==> src/rtl/router_sync_nx.sv <==
`default_nettype none
// +----------------------------------------------------------------------------+
// | router_sync_nx                                                             |
// | Destination latch, write-enable steering, per-FIFO valid and timeout flush |
// | for NUM_CH output FIFOs. Optional ROUTER_SYNC_TO_STATUS_EN: sticky status. |
// | Rev 1.0                                                                    |
// +----------------------------------------------------------------------------+
module router_sync_nx #(
  parameter int NUM_CH  = 4,
  parameter int ADDR_W  = $clog2(NUM_CH),
  parameter int TIMEOUT = 30
) (
  input  logic              clk,
  input  logic              resetn,
  input  logic              detect_add,
  input  logic [ADDR_W-1:0] data_in,
  input  logic              write_enb_reg,
  input  logic [NUM_CH-1:0] read_enb,
  input  logic [NUM_CH-1:0] full,
  input  logic [NUM_CH-1:0] empty,
`ifdef ROUTER_SYNC_TO_STATUS_EN
  input  logic [NUM_CH-1:0] to_clr,
  output logic [NUM_CH-1:0] to_status,
`endif
  output logic [NUM_CH-1:0] vld_out,
  output logic              fifo_full,
  output logic [NUM_CH-1:0] write_enb,
  output logic [NUM_CH-1:0] soft_reset,
  output logic              addr_err
);

  localparam int         c_sel_w    = 1 << ADDR_W;
  localparam logic [7:0] c_cnt_last = 8'(TIMEOUT - 1);

  logic [ADDR_W-1:0]  r_addr;
  logic               r_addr_err;
  logic               w_addr_bad;
  logic [c_sel_w-1:0] w_full_ext;
  logic [NUM_CH-1:0]  w_onehot;

  // Only a non-power-of-two channel count can be addressed out of range.
  generate
    if (NUM_CH == c_sel_w) begin : g_addr_pow2
      assign w_addr_bad = 1'b0;
    end else begin : g_addr_range
      assign w_addr_bad = ({1'b0, data_in} >= (ADDR_W + 1)'(NUM_CH));
    end
  endgenerate

  always_ff @(posedge clk or negedge resetn) begin
    if (!resetn) begin
      r_addr     <= '0;
      r_addr_err <= 1'b0;
    end else if (detect_add) begin
      r_addr     <= data_in;
      r_addr_err <= w_addr_bad;
    end
  end

  assign w_full_ext = c_sel_w'(full);
  assign w_onehot   = NUM_CH'(1) << r_addr;

  // A bad destination reports full so the FSM stalls instead of dropping data.
  assign fifo_full  = r_addr_err | w_full_ext[r_addr];
  assign write_enb  = (write_enb_reg && !r_addr_err) ? w_onehot : '0;
  assign vld_out    = ~empty;
  assign addr_err   = r_addr_err;

  generate
    for (genvar i = 0; i < NUM_CH; i++) begin : g_ch
      logic [7:0] r_cnt;
      logic       r_soft;
      logic       w_idle;
      logic       w_expire;

      assign w_idle   = vld_out[i] & ~read_enb[i];
      assign w_expire = w_idle && (r_cnt == c_cnt_last);

      always_ff @(posedge clk or negedge resetn) begin
        if (!resetn) begin
          r_cnt  <= '0;
          r_soft <= 1'b0;
        end else begin
          r_soft <= w_expire;
          if (!w_idle || w_expire) begin
            r_cnt <= '0;
          end else begin
            r_cnt <= r_cnt + 8'd1;
          end
        end
      end

      assign soft_reset[i] = r_soft;

`ifdef ROUTER_SYNC_TO_STATUS_EN
      logic r_stat;

      // A set on the expiry edge takes priority over a simultaneous clear.
      always_ff @(posedge clk or negedge resetn) begin
        if (!resetn) begin
          r_stat <= 1'b0;
        end else if (w_expire) begin
          r_stat <= 1'b1;
        end else if (to_clr[i]) begin
          r_stat <= 1'b0;
        end
      end

      assign to_status[i] = r_stat;
`endif
    end
  endgenerate

endmodule
`default_nettype wire

==> config.mk <==
export PLATFORM = sky130hd
export DESIGN_NAME = router_sync_nx
export DESIGN_NICKNAME = d
export VERILOG_FILES = /design/src/rtl/router_sync_nx.sv
export SDC_FILE = /design/constraint.sdc
export NUM_CORES = 1
export LEC_CHECK = 0
export BUFFER_PORTS_ARGS = -buffer_cell sky130_fd_sc_hd__clkbuf_2
export CAP_MARGIN = 30
export CELL_PAD_IN_SITES_DETAIL_PLACEMENT = 0
export CELL_PAD_IN_SITES_GLOBAL_PLACEMENT = 1
export CORE_MARGIN = 3
export CORE_UTILIZATION = 40
export DETAILED_ROUTE_END_ITERATION = 12
export GPL_TIMING_DRIVEN = 0
export PLACE_DENSITY = 0.85
export SLEW_MARGIN = 20
export SYNTH_ARGS = -nofsm -noshare
export SYNTH_HDL_FRONTEND = slang
export SYNTH_SLANG_ARGS = --single-unit
==> constraint.sdc <==
create_clock -name clk -period 4.1 [get_ports clk]
set_clock_uncertainty 0.05 [all_clocks]
set_input_delay 0.82 -clock clk [delete_from_list [all_inputs] [get_ports clk]]
set_output_delay 0.82 -clock clk [all_outputs]
set_load 0.02 [all_outputs]
==> results of run 1 <==
[registers in the layout, summed over array words and instances, names as in the netlist]
signal and flops:
g_ch.r_cnt 32, r_addr 2, g_ch.r_soft 4
[Yosys cell counts, types with 3 or more instances]
master	n	area, um^2
ha_1	8	100.1
o21ai_0	11	55.05
buf_4	5	37.54
or3_1	7	43.79
nand2_1	13	48.80
inv_1	11	41.29
nand3_1	6	30.03
a31oi_1	4	25.02
a21oi_1	13	65.06
dfrtp_1	38	950.9
nand4_1	3	18.77
nor3_1	3	15.01
nor2_1	19	71.32
xnor2_1	4	35.03
or2_2	4	25.02
o31ai_1	4	30.03
or4b_1	4	40.04
xor2_1	4	35.03
[power by group through the flow]
stage          combinational (mW)  sequential [mW]  clock, mW
6_report                   0.0582            0.387      0.246
2_1_floorplan              0.0317            0.393          0
5_1_grt                    0.0658            0.389      0.269
3_3_place_gp               0.0571            0.394          0
4_1_cts                    0.0577            0.387      0.255
3_5_place_dp               0.0574            0.395          0
[per-layer routing]
| metal | vias to the layer above | global-route usage | routed length (um) |
|---|---|---|---|
| met5 | - | 0 | 0 |
| met1 | 677 | 0.1759 | 1635 |
| met2 | 20 | 0.2029 | 1467 |
| met4 | 0 | 0.05336 | 40 |
| li1 | 730 | - | - |
| met3 | 5 | 0.04054 | 106 |
[worst max-delay path: stages]
cell      delay [ns]
clkbuf_2        0.08
mux4_2          0.44
clkbuf_2        0.17
[kinds of logic after synthesis]
| kind of cell | synth area share |
|---|---|
| simple gates | 0.2212 |
| flops | 0.5063 |
| compound gates | 0.1099 |
| buf+inv | 0.04597 |
| fa+ha+maj | 0.05330 |
| xor+xnor | 0.03730 |
| mux | 0.02398 |
| other cells | 0.001997 |
[through the flow]
step / hold WS [ns] / std cells / setup slack [ns]
after floorplan: 0.3912 / 186 / 1.886
after global placement: 0.4173 / 268 / 1.724
after detailed placement: 0.4343 / 268 / 1.719
after CTS: 0.4451 / 275 / 1.720
after global routing: 0.3340 / 276 / 1.698
final: 0.3399 / 276 / 1.723
[worst min-delay path by stage]
stage,startpoint,endpoint,slack (ns),cells after the start
3_5_place_dp,g_ch[3].r_cnt[7],g_ch[3].r_soft,0.43,1
2_1_floorplan,g_ch[0].r_cnt[7],g_ch[0].r_soft,0.39,1
3_3_place_gp,g_ch[0].r_cnt[7],g_ch[0].r_soft,0.42,1
4_1_cts,g_ch[3].r_cnt[7],g_ch[3].r_soft,0.45,1
5_1_grt,resetn,g_ch[0].r_soft,0.33,1
6_report,resetn,g_ch[3].r_cnt[7],0.34,1
[final cells by class]
cell class | count | area share
Inverter | 11 | 0.01884
Multi-Input combinational cell | 130 | 0.3836
Buffer | 7 | 0.02055
Tap cell | 52 | 0.02968
Timing Repair Buffer | 31 | 0.07763
Clock inverter | 2 | 0.004566
Sequential cell | 38 | 0.4338
Clock buffer | 5 | 0.03139
[placed cells by master (no fill, tap or decap), types with 4 or more instances in the layout]
cell type and count:
or2_2 4, a21oi_1 13, or3_1 7, dfrtp_1 38, or4b_1 4, nand3_1 6, buf_4 5, xnor2_1 4
nand2_1 13, ha_1 8, o21ai_0 11, o31ai_1 4, a31oi_1 4, nor2_1 19, inv_1 11, clkbuf_8 5
clkbuf_2 30, xor2_1 4
==> run metrics, run 1 <==
clock power share 0.356; Hold Fails Final Rpt 0; R2R Path End g_ch[3].r_cnt[3]; Post-CTS Setup Bufs 0; Site Rows 24; Routed Antenna Nets 0; global-route wire length before repair 5706 um; fmax 0.4207 GHz; cts repair resizes 0; Yosys reg bits 38; Pint 0.5192 mW; combinational power share 0.084; initial antenna violation count 0; Tot GR Track Use 0.1327; # Max-Cap Violations 0; core area 0.004444 mm^2; CTS clk-pin slew, worst paths about 0.08 ns; Critical Path AT around 1.5 ns; die extent in x around 75 um; Seq/Total Area, Yosys 0.5063; Synth Cell Area roughly 0.0019 mm^2; final WL 3248 um; nets 250; CP endpoint kind primary output; Crit Path Max Fanout 1; Tot Pwr 0.6917 mW; antenna cells 0; syn_area_per_cell 10.10 um^2; layout cells sized above 1 0.2366; Max-Slew Margin vs Limit 0.4300; DP Area 0.002093 mm^2; flop2flop setup slack 2.36 ns; worst slew pin tran roughly 0.85 ns; Post-Syn Nets around 210; Final period util 0.5798; H-tree Lvls 2; Initial Util 0.4226; YS warnings 0; Detailed Place HPWL 2340 um; Reg area roughly 950 um^2; switching power about 0.17 mW; sequential share of power 0.560; Final Setup Violations 0; DRT Pass-1 Iters 4; DR vias roughly 1,400; IO Port Bufs 30; power per cell area 315.6 mW/mm^2; crit path launch full[3]; Area Growth Syn to Fin 16.72%; min Tclk post-route 2.377 ns; TritonCTS buffer count 5; largest net degree at the start of global routing 39; clock sink count 38; clock root buffer clkbuf_8; fraction of registers with async set/reset 1.000; CTS tree done; post-layout util 0.4932; Setup crit end fifo_full; IO Count 32; area of the multi-input gates 840.8 um^2; Most used DFF post-synth dfrtp_1; initial DRC count 53; Netlist cell types 36; Die Span Y 74.52 um; Reg2Reg Depth 5; Post-synth EDFFs 0; vias in the first global route 1,304; Worst-Skew Late Latency between 0.2 and 0.3 ns; worst vdd ir roughly 180 uV; number of remaining DRC errors 0; die area 0.005553 mm^2; Avg Vias per Cell 5.188; status finished, final reports clean; R2R Path Start g_ch[3].r_cnt[1]; Worst EP required 3.23 ns; routed length per instance about 12 um; total of fill cells in the finished design 429; setup TNS 0 ns; Setup crit start kind input pin; hold crit path type in2async; gr ovfl total 0; placer congestion estimate 0.7460; Gate Count Post-Synth 186; RSZ-0062 raised after global routing false; leak pwr slightly below 1 nW; Slew Limit Fails 0; fin area 0.002192 mm^2; CTS Hold Bufs 0; sw frac 0.2495; Crit Path Class in2out; CTS max path bufs 2
No activity file was read; power rests on OpenSTA's default activity.
==> inputs of run 2 (changes only) <==
CORE_UTILIZATION = 38   (was 40)
clock period = 1.95 ns   (was 4.1 ns; I/O delays follow)
==> run metrics, run 2 (same netlist as run 1, synthesis figures left out) <==
worst vdd ir 314.3 uV (+79%); min Tclk post-route 1.843 ns; nets 252 (+0.80%); clock power share 0.377 (+0.021); post-layout util 0.4923 (-0.0009180); Detailed Place HPWL 2402 um (+2.7%); CTS max path bufs 2 (unchanged); biggest regs g_ch.r_cnt: 32 flops, g_ch.r_soft: 4 flops, r_addr: 2 flops; IO Port Bufs 30 (unchanged); placer congestion estimate 0.7405 (-0.74%); Hold Fails Final Rpt 0 (unchanged); non-filler cells in the finished layout 292 (+5.8%); status finished, final reports clean; clock sink count 38 (unchanged); CP endpoint kind primary output; Post-CTS Setup Bufs 0 (unchanged); Routed Antenna Nets 0 (unchanged); number of remaining DRC errors 0 (unchanged); fmax 0.5425 GHz; most frequent cells in the layout dfrtp_1, clkbuf_2, nor2_1; hold crit path type in2reg; largest net degree at the start of global routing 39 (unchanged); max FFs per register 32 (unchanged); setup TNS 0 ns (unchanged); DP Area 0.002110 mm^2 (+0.78%); cts repair resizes 0 (unchanged); Final Setup Violations 0 (unchanged); TritonCTS buffer count 5 (unchanged); Avg Vias per Cell 4.873 (-6.1%); DRT Pass-1 Iters 4 (unchanged); placed insts 281 (+4.9%); Setup crit start kind register; vias in the first global route 1,349 (+3.5%); switching power 0.3749 mW (+120%); antenna cells 0 (unchanged); DR vias 1,423 (-0.63%); Most flops, register g_ch.r_cnt; Worst EP required 1.51 ns (-1.72 ns); Crit Path Max Fanout 6 (+5); die area 0.005822 mm^2 (+4.8%); gr ovfl total 0 (unchanged); sequential share of power 0.537 (-0.023); Die Span Y 76.30 um (+2.4%); # Max-Cap Violations 0 (unchanged); global-route wire length before repair 5906 um (+3.5%); combinational power share 0.085 (about the same); Pint 1.140 mW (+120%); Crit Path Class reg2out; sw frac 0.2475 (-0.001974); CTS tree done; final WL 3359 um (+3.4%); H-tree Lvls 2 (unchanged); IO Count 32 (unchanged); RSZ-0062 raised after global routing false; Max-Slew Margin vs Limit 0.4357 (+0.005677); CTS clk-pin slew, worst paths 0.08 ns (about the same); die extent in x 76.30 um (+2.4%); Critical Path AT 1.40 ns (-0.11 ns); power per cell area 674.1 mW/mm^2 (+110%); layout cells sized above 1 0.2423 (+0.005684); Area Growth Syn to Fin 19.65%; fin area 0.002247 mm^2 (+2.5%); worst slew pin tran 0.8393 ns (-0.008443 ns); clock root buffer clkbuf_8; initial antenna violation count 0 (unchanged); Site Rows 24 (unchanged); worst setup margin 0.1066 ns (-1.616 ns); Place WS 0.1610 ns (-1.558 ns); Worst-Skew Late Latency 0.29 ns (about the same); core area 0.004564 mm^2 (+2.7%); Final period util 0.9453; routed length per instance 11.50 um (-2.2%); commonest non-fill, non-tap cell in the layout dfrtp_1; Initial Util 0.4115 (-0.01112); leak pwr 0.9793 nW (+1.5%); Tot GR Track Use 0.1220 (-0.01072); Slew Limit Fails 0 (unchanged); initial DRC count 61 (+15%)
==> run 2: cell types whose count changed in the layout (fill, tap and decap cells not counted), sizes merged <==
cell	previous run	this run
clkbuf	37	39
clkinv	2	1
clkinvlp	0	1
dlygate4sd3	0	1
==> run 2: metrics by stage <==
stage | hold WS, ns | total power [mW]
6_report | 0.2808 | 1.515
5_1_grt | 0.2724 | 1.587
4_1_cts | 0.2121 | 1.531
3_5_place_dp | 0.4223 | 0.9531
3_3_place_gp | 0.4194 | 0.9493
2_1_floorplan | 0.04441 | 0.8933
==> run 2: final timing paths <==
kind	start	endpoint	slack (ns)	depth (start not counted)
worst max-delay path	r_addr[0]	fifo_full	0.11	2
worst min-delay path	data_in[1]	r_addr[1]	0.28	2
worst max register to register	g_ch[3].r_cnt[1]	g_ch[3].r_cnt[0]	0.19	5
worst min register to register	g_ch[3].r_cnt[7]	g_ch[3].r_soft	0.43	1
max in group asynchronous	resetn	g_ch[1].r_cnt[4]	0.86	3
min in group asynchronous	resetn	g_ch[0].r_soft	0.53	2
==> run 2: worst max-delay path: stages (launching register included) <==
cell,delay (ns)
dfrtp_1,0.44
mux4_2,0.51
clkbuf_2,0.17
==> run 2: power by group through the flow <==
stage	sequential (mW)	clock, mW	combinational, mW
floorplan	0.827	0	0.0667
CTS	0.814	0.594	0.123
global placement	0.829	0	0.120
finish	0.814	0.571	0.129
detailed placement	0.830	0	0.123
global route	0.817	0.626	0.144
==> run 2: area by class of cell <==
cell class,instances,area (um^2)
Multi-Input combinational cell,130,840.8
Inverter,11,41.29
Buffer,7,45.04
Fill cell,452,2317
Sequential cell,38,950.9
Clock buffer,6,82.58
Clock inverter,2,12.51
Timing Repair Buffer,33,192.7
Tap cell,65,81.33
==> run 2: timing repair <==
item / in CTS / in global routing
hold buffers: 0 / 1
endpoints found under the hold margin: 0 / 5
endpoints found under the setup margin: 0 / 0
==> run 2: per-layer routing <==
layer / vias up / global-route usage / part of all wire
li1: 732 / - / -
met1: 672 / 0.1570 / 0.49
met2: 19 / 0.1995 / 0.47
met3: 0 / 0.03664 / 0.036
met4: 0 / 0.03261 / 0
met5: - / 0 / 0
